==> config.mk <==
export PLATFORM = sky130hd
export DESIGN_NAME = ysyx_22040386_if_id_buf
export DESIGN_NICKNAME = d
export VERILOG_FILES = /design/src/rtl/ysyx_22040386_if_id_buf.sv
export SDC_FILE = /design/constraint.sdc
export NUM_CORES = 1
export LEC_CHECK = 0
export CAP_MARGIN = 25
export CORE_ASPECT_RATIO = 1.75
export CORE_MARGIN = 2
export CORE_UTILIZATION = 30
export DETAILED_ROUTE_END_ITERATION = 16
export GPL_TIMING_DRIVEN = 0
export HOLD_SLACK_MARGIN = 0.12
export REMOVE_ABC_BUFFERS = 1
export SYNTH_ARGS = -nofsm -noshare
export SYNTH_HDL_FRONTEND = slang
export SYNTH_SLANG_ARGS = --single-unit
export TNS_END_PERCENT = 50
==> constraint.sdc <==
create_clock -name i_IFID_clk -period 14.3 [get_ports i_IFID_clk]
set_input_delay 4.29 -clock i_IFID_clk [delete_from_list [all_inputs] [get_ports i_IFID_clk]]
set_output_delay 4.29 -clock i_IFID_clk [all_outputs]
set_load 0.03 [all_outputs]
==> src/rtl/ysyx_22040386_if_id_buf.sv <==
// IF/ID decoupling buffer: small circular FIFO of {pc, inst} pairs with flush and load-use hold.
// Optional performance counters are enabled by defining YSYX_22040386_IFID_PERF_EN.
module ysyx_22040386_if_id_buf #(
   parameter int                DEPTH    = 2,
   parameter int                PC_W     = 64,
   parameter int                INST_W   = 32,
   parameter logic [INST_W-1:0] NOP_INST = 32'h0000_0013
) (
   input  logic                     i_IFID_clk,
   input  logic                     i_IFID_rst,
   input  logic                     i_IFID_in_valid,
   output logic                     o_IFID_in_ready,
   input  logic [PC_W-1:0]          i_IFID_pc,
   input  logic [INST_W-1:0]        i_IFID_inst,
   input  logic                     i_IFID_flush,
   input  logic                     i_IFID_load_use_flag,
   input  logic                     i_IFID_out_ready,
   output logic                     o_IFID_out_valid,
   output logic [PC_W-1:0]          o_IFID_pc,
   output logic [INST_W-1:0]        o_IFID_inst,
   output logic [4:0]               o_IFID_rs1_addr,
   output logic [4:0]               o_IFID_rs2_addr,
   output logic [4:0]               o_IFID_rd_addr,
   output logic [$clog2(DEPTH):0]   o_IFID_count
`ifdef YSYX_22040386_IFID_PERF_EN
   ,
   output logic [31:0]              o_IFID_flush_cnt,
   output logic [31:0]              o_IFID_stall_cnt,
   output logic [31:0]              o_IFID_full_cnt
`endif
);

   localparam int AW = $clog2(DEPTH);
   localparam int CW = AW + 1;
   localparam logic [CW-1:0] C_FULL = CW'(DEPTH);

   logic [PC_W-1:0]   r_pc_mem   [DEPTH];
   logic [INST_W-1:0] r_inst_mem [DEPTH];
   logic [AW-1:0]     r_wr_ptr;
   logic [AW-1:0]     r_rd_ptr;
   logic [CW-1:0]     r_count;

   logic w_full;
   logic w_empty;
   logic w_push;
   logic w_pop;

   assign w_full  = (r_count == C_FULL);
   assign w_empty = (r_count == '0);

   assign o_IFID_in_ready  = !w_full;
   assign o_IFID_out_valid = !w_empty;
   assign o_IFID_count     = r_count;

   // in_ready depends on count alone, so a pop never frees a slot for a push in the same cycle
   assign w_push = i_IFID_in_valid & o_IFID_in_ready & !i_IFID_flush;
   assign w_pop  = o_IFID_out_valid & i_IFID_out_ready & !i_IFID_load_use_flag & !i_IFID_flush;

   always_ff @(posedge i_IFID_clk) begin
      if (i_IFID_rst || i_IFID_flush) begin
         r_wr_ptr <= '0;
         r_rd_ptr <= '0;
         r_count  <= '0;
      end else begin
         if (w_push) begin
            r_wr_ptr <= r_wr_ptr + AW'(1);
         end
         if (w_pop) begin
            r_rd_ptr <= r_rd_ptr + AW'(1);
         end
         case ({w_push, w_pop})
            2'b10:   r_count <= r_count + CW'(1);
            2'b01:   r_count <= r_count - CW'(1);
            default: r_count <= r_count;
         endcase
      end
   end

   // Storage is never cleared; emptiness masks stale contents at the output.
   always_ff @(posedge i_IFID_clk) begin
      if (w_push) begin
         r_pc_mem[r_wr_ptr]   <= i_IFID_pc;
         r_inst_mem[r_wr_ptr] <= i_IFID_inst;
      end
   end

   assign o_IFID_pc       = w_empty ? '0       : r_pc_mem[r_rd_ptr];
   assign o_IFID_inst     = w_empty ? NOP_INST : r_inst_mem[r_rd_ptr];
   assign o_IFID_rs1_addr = o_IFID_inst[19:15];
   assign o_IFID_rs2_addr = o_IFID_inst[24:20];
   assign o_IFID_rd_addr  = o_IFID_inst[11:7];

`ifdef YSYX_22040386_IFID_PERF_EN
   logic [31:0] r_flush_cnt;
   logic [31:0] r_stall_cnt;
   logic [31:0] r_full_cnt;

   always_ff @(posedge i_IFID_clk) begin
      if (i_IFID_rst) begin
         r_flush_cnt <= '0;
         r_stall_cnt <= '0;
         r_full_cnt  <= '0;
      end else begin
         if (i_IFID_flush && (r_flush_cnt != 32'hFFFF_FFFF)) begin
            r_flush_cnt <= r_flush_cnt + 32'd1;
         end
         if (o_IFID_out_valid && !w_pop && (r_stall_cnt != 32'hFFFF_FFFF)) begin
            r_stall_cnt <= r_stall_cnt + 32'd1;
         end
         if (!o_IFID_in_ready && (r_full_cnt != 32'hFFFF_FFFF)) begin
            r_full_cnt <= r_full_cnt + 32'd1;
         end
      end
   end

   assign o_IFID_flush_cnt = r_flush_cnt;
   assign o_IFID_stall_cnt = r_stall_cnt;
   assign o_IFID_full_cnt  = r_full_cnt;
`endif

endmodule

==> results of run 1 <==
-- power by group through the flow --
| stage | logic (mW) | registers (mW) | clock network, mW |
|---|---|---|---|
| 2_1_floorplan | 0.0382 | 0.668 | 0 |
| 3_3_place_gp | 0.0937 | 0.669 | 0 |
| 3_5_place_dp | 0.0981 | 0.667 | 0 |
| 4_1_cts | 0.0986 | 0.655 | 0.463 |
| 5_1_grt | 0.104 | 0.655 | 0.486 |
| 6_report | 0.0970 | 0.654 | 0.446 |
-- state kept, by name, summed over array words and instances, names as in the netlist, named ones only --
register	flops
r_inst_mem	64
o_IFID_count	2
r_rd_ptr	1
r_wr_ptr	1
r_pc_mem	128
-- layer usage --
layer  part of all wire (%)  GRT usage, %  routed length, µm  vias up
li1                       -             -                  -     2054
met1                     34          12.9               5820     2114
met2                     57          24.1               9670      125
met3                    4.3          3.67                731       31
met4                    3.9          7.53                662        0
met5                      0             0                  0        -
-- worst min path at each step --
stage,start,to,slack (ps),cells past startpoint
after CTS,r_wr_ptr$_SDFFE_PP0P_,r_wr_ptr$_SDFFE_PP0P_,490,2
after global placement,r_wr_ptr$_SDFFE_PP0P_,r_wr_ptr$_SDFFE_PP0P_,490,2
after global routing,r_wr_ptr$_SDFFE_PP0P_,r_wr_ptr$_SDFFE_PP0P_,520,2
after detailed placement,r_wr_ptr$_SDFFE_PP0P_,r_wr_ptr$_SDFFE_PP0P_,480,2
final,r_wr_ptr$_SDFFE_PP0P_,r_wr_ptr$_SDFFE_PP0P_,490,2
after floorplan,r_wr_ptr$_SDFFE_PP0P_,r_wr_ptr$_SDFFE_PP0P_,460,2
-- critical path, cell delays in order, from the launching register on --
cell and delay, ps:
dfxtp_4 910, buf_16 360, mux2i_1 130, nor2_1 140
clkdlybuf4s50_1 700
-- synthesized netlist by cell type --
library cell  count
ha_1              1
nand2b_1          3
or2_2             1
buf_2            12
nand2_1           3
nor2_1           95
o21ai_0           3
xor2_1            1
nor3_1            1
nor2_2            1
xnor2_1           1
buf_4            16
edfxtp_1        192
nor2b_1           1
or3_1             3
inv_1             4
mux2i_1          96
buf_6             4
a21oi_1           4
dfxtp_1           5
clkbuf_1          4
-- logic make-up after synthesis --
logic type                 Yosys count  synth area share, %
AOI/OAI and AO/OA                    7                0.462
xor gates and xnor gates             2                0.231
adders and majority gates            1                0.165
buffers and inverters               40                 3.37
DFF                                197                 77.4
muxes                               96                 12.7
and+or+nand+nor                    108                 5.66
-- final cells by class --
class | instances | area (µm²)
tap | 316 | 395
fill | 2298 | 14400
timing repair buffer | 223 | 2320
multi-input combinational | 214 | 1470
clock buffer | 23 | 458
clock inverter | 9 | 82.6
sequential | 197 | 5870
antenna | 1 | 2.50
inverter | 4 | 17.5
==> flow_metrics.tcl, run 1 <==
set metrics [dict create \
    min_period_ps 7040 \
    clk_latency_ps 440 \
    root_buffer "clkbuf_16" \
    switchingPower_uw 256 \
    cts_tree "built" \
    dp.cells 954 \
    io_pins 217 \
    critPathCapture "o_IFID_rs2_addr[0]" \
    wl_per_cell_um 17.1 \
    die_area_um2 26600 \
    leakagePower_nw 3.29 \
    arrival_ps 2750 \
    reg2reg_depth 4 \
    final_common_cell "clkdlybuf4s50_1" \
    grt_max_degree 50 \
    hold_ws_ps 487 \
    yosys_warnings 0 \
    hpwl_um 11800 \
    hold_viol 0 \
    synth_area_um2 7580 \
    crit_required_ps 10010 \
    power_mw 1.20 \
    regToRegStartpoint "o_IFID_count[0]$_SDFFE_PP0P_" \
    drtIter0Drc 280 \
    core_area_um2 25000 \
    yosys_register_bits 197 \
    ctsHoldBuffers 0 \
    clock_skew_ps 7.50 \
    endpoint_kind "primary output" \
    ir_worst_vdd_mv 0.0763 \
    p_comb_share_pct 8.1 \
    grt_pass1_vias 4571 \
    ctsHtreeMaxLevel 4 \
    min_path_type "reg2reg" \
    gp_congestion 0.735 \
    powerDensity_nw_per_um2 113 \
    rsz0062_at_grt "no" \
    drv_slew 0 \
    synthCells 451 \
    slew-limit-headroom_pct 41.9 \
    clk_pin_slew_worst_paths_ps 70 \
    drive_gt1_share_pct 5.82 \
    ant_nets 0 \
    placed_area_um2 10100 \
    fin_setup_tns_ps 0 \
    seq_area_frac_synth_pct 77.4 \
    r2r_end "r_pc_mem[0][48]$_DFFE_PP_" \
    power_frac_seq_pct 54.6 \
    drc 0 \
    portBuffers 216 \
    status "completed" \
    wl_um 16900 \
    numCtsBuffers 17 \
    worst_pin_slew_ps 871 \
    mostFrequentLayoutCells "216 x clkdlybuf4s50_1, 192 x edfxtp_1, 96 x mux2i_1" \
    dieWidth_um 124 \
    crit_fanout 49 \
    cp-start-kind "flop" \
    max-cap-violations 0 \
    synth_cell_types 21 \
    p_clk_share_pct 37.3 \
    fin_cells 987 \
    syn-mean-instance-area_um2 16.8 \
    synth_area_leader_cell "edfxtp_1" \
    fin_nets 760 \
    critical_path_class "reg2out" \
    setup_viol 0 \
    yosysTopAreaCellShare_pct 76.1 \
    vias 4324 \
    grt_pass1_wl_um 25500 \
    layout_setup_ws_ps 7260 \
    synth_area_leaders "edfxtp_1 76%, mux2i_1 13%, nor2_1 4.7%, buf_4 1.6%, dfxtp_1 1.3%" \
    track_usage_pct 13.2 \
    pre_cts_slack_ps 7630 \
    cts_resized 0 \
    start_util_pct 30.2 \
    die_h_um 214 \
    period_share_pct 49.2 \
    cts_buffer_depth 2 \
    cts.sinks 197 \
    fmax_ghz 0.142 \
    design_area_um2 10600 \
    rows 77 \
    finish.utilization_pct 42.4 \
    r2r_slack_ps 12090 \
    antenna_found_initial 1 \
    viasPerCell 4.38 \
    grt_overflow 0 \
    swShare_pct 21.4 \
    area_growth_pct 40.1 \
    cts_setup_buffers 0 \
    drt-pass1-iter-count 4 \
    p_int_uw 942 \
]
Power figures use the tool's default switching activity.
==> inputs of run 2 (changes only) <==
==> constraint.sdc (replaced) <==
create_clock -name i_IFID_clk -period 6.1 [get_ports i_IFID_clk]
set_input_delay 1.83 -clock i_IFID_clk [delete_from_list [all_inputs] [get_ports i_IFID_clk]]
set_output_delay 1.83 -clock i_IFID_clk [all_outputs]
set_load 0.03 [all_outputs]
==> results of run 2 <==
The final DEF is identical to that of run 1. Status: completed.
Main changes from that run: setup slack after placement 7630 ps -> 1890 ps; setup slack after layout 7260 ps -> 1520 ps; register-to-register setup slack 12090 ps -> 3890 ps; total power 1.20 mW -> 2.81 mW; worst IR drop on VDD 0.0763 mV -> 0.179 mV
==> inputs of run 3 (changes only) <==
==> constraint.sdc (replaced) <==
create_clock -name i_IFID_clk -period 3.9 [get_ports i_IFID_clk]
set_input_delay 1.17 -clock i_IFID_clk [delete_from_list [all_inputs] [get_ports i_IFID_clk]]
set_output_delay 1.17 -clock i_IFID_clk [all_outputs]
set_load 0.03 [all_outputs]
==> flow_metrics.tcl, run 3 (same netlist as run 1, synthesis figures left out) <==
set metrics [dict create \
    status "completed" \
    portBuffers 216 \
    cts_tree "built" \
    min_period_ps 3680 \
    grt_pass1_wl_um 26100 \
    layout_setup_ws_ps 220 \
    worst_pin_slew_ps 742 \
    gp_congestion 0.735 \
    powerDensity_nw_per_um2 412 \
    root_buffer "clkbuf_16" \
    drv_slew 0 \
    start_util_pct 30.2 \
    clk_latency_ps 440 \
    max-cap-violations 0 \
    dieWidth_um 124 \
    ctsHoldBuffers 0 \
    wl_um 17400 \
    crit_fanout 49 \
    power_mw 4.40 \
    viasPerCell 4.46 \
    drc 0 \
    ir_worst_vdd_mv 0.280 \
    fmax_ghz 0.272 \
    grt_pass1_vias 4650 \
    core_area_um2 25000 \
    drive_gt1_share_pct 6.79 \
    die_h_um 214 \
    crit_required_ps 2730 \
    cts_resized 0 \
    period_share_pct 94.4 \
    ant_nets 0 \
    final_common_cell "clkdlybuf4s50_1" \
    mostFrequentLayoutCells "216 x clkdlybuf4s50_1, 192 x edfxtp_1, 96 x mux2i_1" \
    drtIter0Drc 278 \
    vias 4429 \
    cp-start-kind "flop" \
    rsz0062_at_grt "no" \
    drt-pass1-iter-count 4 \
    largest_register "r_pc_mem" \
    area_growth_pct 41.0 \
    hold_viol 0 \
    setup_viol 0 \
    min_path_type "reg2reg" \
    grt_max_degree 50 \
    grt_overflow 0 \
    arrival_ps 2510 \
    dp.cells 954 \
    die_area_um2 26600 \
    pre_cts_slack_ps 351 \
    io_pins 217 \
    wl_per_cell_um 17.5 \
    fin_cells 994 \
    cts_buffer_depth 2 \
    numCtsBuffers 17 \
    endpoint_kind "primary output" \
    clock_skew_ps 8.09 \
    antenna_found_initial 1 \
    fillers 2295 \
    ctsHtreeMaxLevel 4 \
    largest_reg_flops 128 \
    clk_pin_slew_worst_paths_ps 70 \
    critical_path_class "reg2out" \
    rows 77 \
    hpwl_um 11800 \
    cts.sinks 197 \
    slew-limit-headroom_pct 50.5 \
    leakagePower_nw 3.32 \
    fin_nets 767 \
    hold_ws_ps 488 \
    track_usage_pct 13.6 \
]
-- run 3: cell count changes in the layout (fill, tap and decap cells not counted), sizes merged --
cell | previous run | this run
nor2 | 96 | 97
buf | 7 | 13
-- run 3: through the flow --
step,utilization [%],TNS (ps),cell area [µm²]
2_1_floorplan,-,-367840,7340
3_3_place_gp,39.5,-977480,9890
3_5_place_dp,40.2,0,10100
4_1_cts,42.5,0,10600
5_1_grt,42.6,0,10700
6_report,42.6,0,10700
-- run 3: path summary, 6_finish.rpt --
path	start	to	slack, ps	cells after the start
max	flop	o_IFID_rs2_addr[0]	220	4
min	r_wr_ptr$_SDFFE_PP0P_	r_wr_ptr$_SDFFE_PP0P_	490	2
max reg2reg	o_IFID_count[0]$_SDFFE_PP0P_	r_pc_mem[0][30]$_DFFE_PP_	1600	4
min reg2reg	r_wr_ptr$_SDFFE_PP0P_	r_wr_ptr$_SDFFE_PP0P_	490	2
-- run 3: worst max-delay path: stages (launching register included) --
cell	delay, ps
dfxtp_4	690
buf_16	350
mux2i_1	130
nor2_1	140
clkdlybuf4s50_1	700
-- run 3: timing repair --
action,in CTS,in global routing
pin swaps,1,1
endpoints found under the hold margin,0,0
setup buffers,1,5
cloned,1,0
setup endpoints to repair,51,3
-- run 3: area by class of cell --
class / instances / area [µm²] / area share, %
sequential: 197 / 5870 / 54.9
clock inverter: 9 / 82.6 / 0.773
timing repair buffer: 229 / 2380 / 22.3
clock buffer: 23 / 458 / 4.29
tap: 316 / 395 / 3.70
inverter: 4 / 17.5 / 0.164
antenna: 1 / 2.50 / 0.0234
multi-input combinational: 215 / 1470 / 13.8
-- run 3: power by group --
group	switching, mW	internal [mW]
combinational	0.182	0.180
clock	0.745	0.892
sequential	0.0149	2.38
-- run 3: metal layers --
metal / track usage, % / part of all wire [%] / up-vias
li1: - / - / 2067
met3: 3.70 / 4.5 / 35
met1: 13.5 / 35 / 2184
met4: 7.75 / 4.1 / 0
met5: 0 / 0 / -
met2: 24.6 / 56 / 143
